--- src/rtl/sha3_msg_feeder_pkg.sv ---
// Shared types and constants for the SHA3 message feeder.
package sha3_msg_feeder_pkg;

  typedef enum logic [2:0] {
    StIdle,
    StCmdStart,
    StStream,
    StWrData,
    StCmdProc,
    StDone,
    StError
  } state_e;

  localparam logic [31:0] CmdStartDefault   = 32'h0000_001D;
  localparam logic [31:0] CmdProcessDefault = 32'h0000_002E;

  // Byte enables for a word whose highest filled lane is idx.
  function automatic logic [3:0] idx_to_strb(input logic [1:0] idx);
    logic [3:0] strb;
    unique case (idx)
      2'd0:    strb = 4'h1;
      2'd1:    strb = 4'h3;
      2'd2:    strb = 4'h7;
      default: strb = 4'hF;
    endcase
    return strb;
  endfunction

endpackage

--- src/rtl/sha3_byte_packer.sv ---
// Packs accepted bytes little-endian into a 32-bit word with matching byte strobes.
module sha3_byte_packer
  import sha3_msg_feeder_pkg::*;
(
  input  logic        clk,
  input  logic        reset_n,
  input  logic        clear_i,
  input  logic        load_i,
  input  logic [7:0]  data_i,
  input  logic        last_i,
  output logic        flush_o,
  output logic [31:0] word_o,
  output logic [3:0]  strb_o,
  output logic        last_o
);

  logic [3:0][7:0] r_lane;
  logic [1:0]      r_idx;
  logic [1:0]      r_top;
  logic            r_last;

  always_ff @(posedge clk) begin
    if (!reset_n || clear_i) begin
      r_lane <= '0;
      r_idx  <= '0;
      r_top  <= '0;
      r_last <= 1'b0;
    end else if (load_i) begin
      r_lane[r_idx] <= data_i;
      r_top         <= r_idx;
      r_idx         <= r_idx + 2'd1;
      if (last_i) r_last <= 1'b1;
    end
  end

  // Word is complete when this byte fills lane 3 or ends the message.
  assign flush_o = load_i && ((r_idx == 2'd3) || last_i);
  assign word_o  = r_lane;
  assign strb_o  = idx_to_strb(r_top);
  assign last_o  = r_last;

endmodule

--- src/rtl/sha3_msg_feeder.sv ---
// Byte stream to SHA3 valid-hold register writes: START, packed FIFO words, PROCESS.
// Optional byte counter output enabled by SHA3_MSG_FEEDER_BYTE_CNT_EN.
module sha3_msg_feeder
  import sha3_msg_feeder_pkg::*;
#(
  parameter int unsigned             ADDR_WIDTH    = 32,
  parameter logic [ADDR_WIDTH-1:0]   MSG_FIFO_ADDR = 32'h0000_0800,
  parameter logic [ADDR_WIDTH-1:0]   CMD_ADDR      = 32'h0000_0018,
  parameter logic [31:0]             CMD_START     = CmdStartDefault,
  parameter logic [31:0]             CMD_PROCESS   = CmdProcessDefault
) (
  input  logic                  clk,
  input  logic                  reset_n,
  input  logic                  start_i,
  input  logic                  empty_msg_i,
  input  logic                  s_valid_i,
  output logic                  s_ready_o,
  input  logic [7:0]            s_data_i,
  input  logic                  s_last_i,
  output logic                  dv_o,
  input  logic                  hld_i,
  output logic [ADDR_WIDTH-1:0] addr_o,
  output logic                  write_o,
  output logic [31:0]           wdata_o,
  output logic [3:0]            wstrb_o,
  input  logic                  error_i,
  output logic                  busy_o,
  output logic                  done_o,
  output logic                  err_o
`ifdef SHA3_MSG_FEEDER_BYTE_CNT_EN
  ,
  output logic [63:0]           msg_bytes_o
`endif
);

  state_e      r_state, w_state_d;
  logic        r_empty, w_empty_d;
  logic        r_err, w_err_d;
  logic        w_load, w_clear, w_flush, w_last;
  logic [31:0] w_word;
  logic [3:0]  w_strb;

  sha3_byte_packer u_packer (
    .clk     (clk),
    .reset_n (reset_n),
    .clear_i (w_clear),
    .load_i  (w_load),
    .data_i  (s_data_i),
    .last_i  (s_last_i),
    .flush_o (w_flush),
    .word_o  (w_word),
    .strb_o  (w_strb),
    .last_o  (w_last)
  );

  always_ff @(posedge clk) begin
    if (!reset_n) begin
      r_state <= StIdle;
      r_empty <= 1'b0;
      r_err   <= 1'b0;
    end else begin
      r_state <= w_state_d;
      r_empty <= w_empty_d;
      r_err   <= w_err_d;
    end
  end

  always_comb begin
    w_state_d = r_state;
    w_empty_d = r_empty;
    w_err_d   = r_err;
    w_load    = 1'b0;
    w_clear   = 1'b0;
    dv_o      = 1'b0;
    addr_o    = '0;
    wdata_o   = '0;
    wstrb_o   = '0;
    s_ready_o = 1'b0;
    busy_o    = 1'b1;
    done_o    = 1'b0;
    unique case (r_state)
      StIdle: begin
        busy_o = 1'b0;
        if (start_i) begin
          w_state_d = StCmdStart;
          w_empty_d = empty_msg_i;
          w_err_d   = 1'b0;
          w_clear   = 1'b1;
        end
      end
      StCmdStart: begin
        dv_o    = 1'b1;
        addr_o  = CMD_ADDR;
        wdata_o = CMD_START;
        wstrb_o = 4'hF;
        if (!hld_i) begin
          if (error_i) begin
            w_state_d = StError;
            w_err_d   = 1'b1;
          end else if (r_empty) begin
            w_state_d = StCmdProc;
          end else begin
            w_state_d = StStream;
          end
        end
      end
      StStream: begin
        s_ready_o = 1'b1;
        if (s_valid_i) begin
          w_load = 1'b1;
          if (w_flush) w_state_d = StWrData;
        end
      end
      StWrData: begin
        dv_o    = 1'b1;
        addr_o  = MSG_FIFO_ADDR;
        wdata_o = w_word;
        wstrb_o = w_strb;
        if (!hld_i) begin
          if (error_i) begin
            w_state_d = StError;
            w_err_d   = 1'b1;
          end else if (w_last) begin
            w_state_d = StCmdProc;
          end else begin
            // Next word starts from lane 0 with unused lanes zeroed.
            w_state_d = StStream;
            w_clear   = 1'b1;
          end
        end
      end
      StCmdProc: begin
        dv_o    = 1'b1;
        addr_o  = CMD_ADDR;
        wdata_o = CMD_PROCESS;
        wstrb_o = 4'hF;
        if (!hld_i) begin
          if (error_i) begin
            w_state_d = StError;
            w_err_d   = 1'b1;
          end else begin
            w_state_d = StDone;
          end
        end
      end
      StDone: begin
        done_o    = 1'b1;
        w_state_d = StIdle;
      end
      StError: begin
        done_o    = 1'b1;
        w_state_d = StIdle;
      end
      default: w_state_d = StIdle;
    endcase
  end

  assign write_o = dv_o;
  assign err_o   = r_err;

`ifdef SHA3_MSG_FEEDER_BYTE_CNT_EN
  logic [63:0] r_byte_cnt;

  always_ff @(posedge clk) begin
    if (!reset_n) begin
      r_byte_cnt <= '0;
    end else if (r_state == StIdle && start_i) begin
      r_byte_cnt <= '0;
    end else if (w_load && (r_byte_cnt != '1)) begin
      r_byte_cnt <= r_byte_cnt + 64'd1;
    end
  end

  assign msg_bytes_o = r_byte_cnt;
`endif

endmodule

--- config.mk ---
export PLATFORM = sky130hd
export DESIGN_NAME = sha3_msg_feeder
export DESIGN_NICKNAME = d
export VERILOG_FILES = /design/src/rtl/sha3_msg_feeder_pkg.sv /design/src/rtl/sha3_byte_packer.sv /design/src/rtl/sha3_msg_feeder.sv
export SDC_FILE = /design/constraint.sdc
export NUM_CORES = 1
export LEC_CHECK = 0
export ABC_AREA = 0
export CORE_ASPECT_RATIO = 1.1
export CORE_UTILIZATION = 46
export CTS_BUF_LIST = sky130_fd_sc_hd__clkbuf_4 sky130_fd_sc_hd__clkbuf_8
export CTS_CLUSTER_SIZE = 40
export DETAILED_ROUTE_END_ITERATION = 10
export GPL_ROUTABILITY_DRIVEN = 0
export GPL_TIMING_DRIVEN = 1
export HOLD_SLACK_MARGIN = 0.1
export PLACE_DENSITY = 0.82
export SLEW_MARGIN = 20
export SYNTH_ARGS = -nofsm -noshare
export SYNTH_HDL_FRONTEND = slang
export SYNTH_SLANG_ARGS = --single-unit
export TNS_END_PERCENT = 10
--- constraint.sdc ---
create_clock -name clk -period 1.8 [get_ports clk]
set_clock_uncertainty 0.15 [all_clocks]
set_input_delay 0.27 -clock clk [delete_from_list [all_inputs] [get_ports clk]]
set_output_delay 0.27 -clock clk [all_outputs]
set_load 0.01 [all_outputs]
==> summary.txt <==
Detailed routing
  – Routed wire length: 6020 um
  – Iteration-0 DRC Markers: approximately 240
  – Via count: about 2200
  – Vias/cell: between 5 and 6
  – ANT nets after route: 0
  – Residual DRC: 0
  – Wire per inst: 14.0 um
  – Initial DRT Pass Iterations: 4

Global route
  – Largest net degree at the start of global routing: 27
  – Grt ovf: 0
  – Vias in the first global route: 1939
  – Initial antenna violation count: 0
  – Global-route wire length before repair: 9220 um
  – GRT Overall Usage: 21.1%

Floorplan
  – Num rows: 27
  – Core region area: 0.00507 mm^2
  – Die area: 0.00561 mm^2
  – IO Count: 90
  – Initial Util: between 40 and 50%
  – Die X: 71.5 um
  – Die height: ~80 um

Cells and area
  – Post-route cell area: 0.00318 mm^2
  – Storage cell area: 847 um^2
  – Final #Nets: 391
  – Area of the multi-input gates: about 0.0013 mm^2
  – Final-layout fill cell count: approximately 420
  – Share of post-route cells with drive strength above 1: 32.0%
  – Commonest non-fill, non-tap cell in the layout: dfxtp_1
  – Antenna diode count: 0
  – Commonest cells after routing, fill and taps aside: 39 x dfxtp_1, 32 x nand2_1, 31 x buf_2
  – Synth-to-Final Area Change: 30.2%

Yosys
  – Post-Syn Area per Cell: 8.20 um^2
  – Post-Synthesis Cells: 298
  – Yosys warnings: 0
  – Sequential fraction of the synthesis area: 34.4%
  – Netlist Area Pre-Place: 0.00244 mm^2
  – Netlist cell types: 45
  – Synth Register Bits: 42

Clocking
  – TritonCTS Buffers: 5
  – CTS tree: yes
  – Root buffer cell: clkbuf_8
  – H-tree depth: 2
  – Clock Pin Slew Worst Setup and Hold Paths: 0.08 ns
  – Max clock buf depth: 2
  – Post-CTS Hold Fix Bufs: 0
  – Clock latency on the worst-skew pair: 0.30 ns
  – Clock sinks: 42

Outcome
  – Status: complete, but fails checks
  – Failing checks: setup timing

Place
  – IO Port Bufs: 60
  – Hpwl dp: 4150 um
  – Placed inst area: 0.00307 mm^2

Critical path
  – Crit path DAT: 1.53 ns
  – Req. time, crit path: 1.38 ns
  – Crit path top cell by count: buf_6
  – CP Cell Sequence: buf_6 > or2b_1 > a21oi_4 > buf_6 > a31o_1 > buf_2
  – Crit-path max cell delay: about 0.34 ns
  – Worst-path fanout max: 4
  – Slowest CP cell: dfxtp_2
  – Startpoint types: flip-flop
  – Kind of critical path: reg -> out
  – Endpoint class of the critical path: output pin

Pwr
  – Lkg Pwr: 0.00143 uW
  – Pwr/cell area: ~1200 mW/mm^2
  – Peak VDD IR: 0.622 mV

Timing
  – Max Freq: 513 MHz
  – Fin crit share: 108%
  – Max Transition Viols Final: 0
  – Final worst slack: -0.150 ns
  – Final Setup Violations: 39
  – RSZ-0062 raised after global routing: yes
  – Final hold vios: 0
  – Hold slack final: approximately 0.30 ns
  – Minimum clock period: 1.95 ns

Run
  – Max Cap Viol: 0

Min path
  – Hold Path Class: reg -> reg
sequential cells by signal, indices dropped and copies added (netlist names):
signal and flops:
u_packer.last_o 1, u_packer.r_top 2, u_packer.word_o 32, err_o 1, r_empty 1, r_state 3, u_packer.r_idx 2
cells in the mapped netlist, drive strengths merged:
| cell | instances | share of area [%] |
|---|---|---|
| a21oi | 31 | 6.5 |
| inv | 8 | 1.2 |
| dfxtp | 42 | 34 |
| or2b | 2 | 0.67 |
| and3 | 27 | 6.9 |
| nor3b | 2 | 1.3 |
| o21ai | 10 | 2.2 |
| buf | 47 | 15 |
| nand3b | 1 | 0.31 |
| and4bb | 1 | 0.51 |
| a32oi | 1 | 0.36 |
| nand2b | 1 | 0.26 |
| nor2 | 17 | 3.4 |
| a22oi | 1 | 0.51 |
| nor2b | 2 | 0.51 |
| ha | 4 | 2.0 |
| or3b | 1 | 0.46 |
| clkbuf | 8 | 1.3 |
| and2 | 1 | 0.26 |
| a21boi | 1 | 0.31 |
| a21o | 2 | 0.61 |
| conb | 1 | 0.15 |
| nor3 | 3 | 0.82 |
| mux2i | 11 | 4.5 |
| o31ai | 1 | 0.51 |
| a31oi | 1 | 0.26 |
| nand2 | 37 | 6.3 |
| and2b | 1 | 0.41 |
| xnor2 | 2 | 0.72 |
| a31o | 1 | 0.36 |
| nand3 | 30 | 6.7 |
path summary, 6_finish.rpt:
check,startpoint,end,slack [ns],cells after the start
max,r_state[0],wstrb_o[3],-0.15,6
min,u_packer.word_o[31],u_packer.word_o[31],0.30,2
max reg2reg,r_state[0],u_packer.word_o[15],0.03,7
min reg2reg,u_packer.word_o[31],u_packer.word_o[31],0.30,2
layer usage:
metal | vias up | share of wire, % | track usage, % | wire length [um]
met3 | 15 | 6.3 | 4.88 | 382
met4 | 0 | 3.0 | 9.80 | 180
li1 | 1088 | - | - | -
met1 | 1017 | 41 | 25.1 | 2460
met2 | 100 | 50 | 36.0 | 3000
met5 | - | 0 | 0 | 0
where the power goes:
group	total, uW	leakage (uW)	internal (uW)	switching (uW)
clock network	764	0.0000548	429	335
logic	2100	0.00103	1070	1030
registers	1030	0.000340	982	46.2
total	3890	0.00143	2480	1410
worst max-delay path, delay by kind of cell (launching register included):
kind	cells	cell delay, ns
flops	1	0.34
simple gates	1	0.25
compound gates	2	0.28
buf+inv	3	0.35
per-stage QoR:
stage	setup WS [ns]	util [%]	setup TNS [ns]	std cells	total power [uW]
floorplan	0.112	-	0	326	2140
global placement	-0.250	60.6	-5.27	416	2830
detailed placement	-0.315	60.6	-6.66	416	2860
CTS	-0.179	60.8	-1.24	425	3630
global route	-0.213	62.8	-5.59	430	4100
finish	-0.150	62.8	-2.86	430	3890
logic make-up (layout without fill, tap and decap cells):
| kind of cell | Yosys count | count (layout) | share of synthesized area, % |
|---|---|---|---|
| other | 1 | 29 | 0.153 |
| flip-flops | 42 | 42 | 34.4 |
| buffers and inverters | 63 | 109 | 17.8 |
| AO/OA/AOI/OAI | 49 | 49 | 11.6 |
| XOR/XNOR | 2 | 2 | 0.717 |
| AND/OR/NAND/NOR | 126 | 126 | 28.8 |
| multiplexers | 11 | 11 | 4.50 |
| adder cells (fa/ha/maj) | 4 | 4 | 2.05 |
repair_timing:
action	CTS	global route
endpoints found under the setup margin	45	81
pin swaps	2	6
setup buffers	1	4
resized for setup	174	33
gates cloned	0	1
endpoints found under the hold margin	0	0
cell type report:
| class | instances | area share, % |
|---|---|---|
| repair buffers | 93 | 25.0 |
| clock buffers | 6 | 2.40 |
| inverters | 8 | 0.943 |
| clock inverters | 2 | 1.18 |
| flip-flops and latches | 42 | 26.6 |
| multi-input cells | 221 | 41.6 |
| well taps | 58 | 2.28 |
Power figures use the tool's default switching activity.
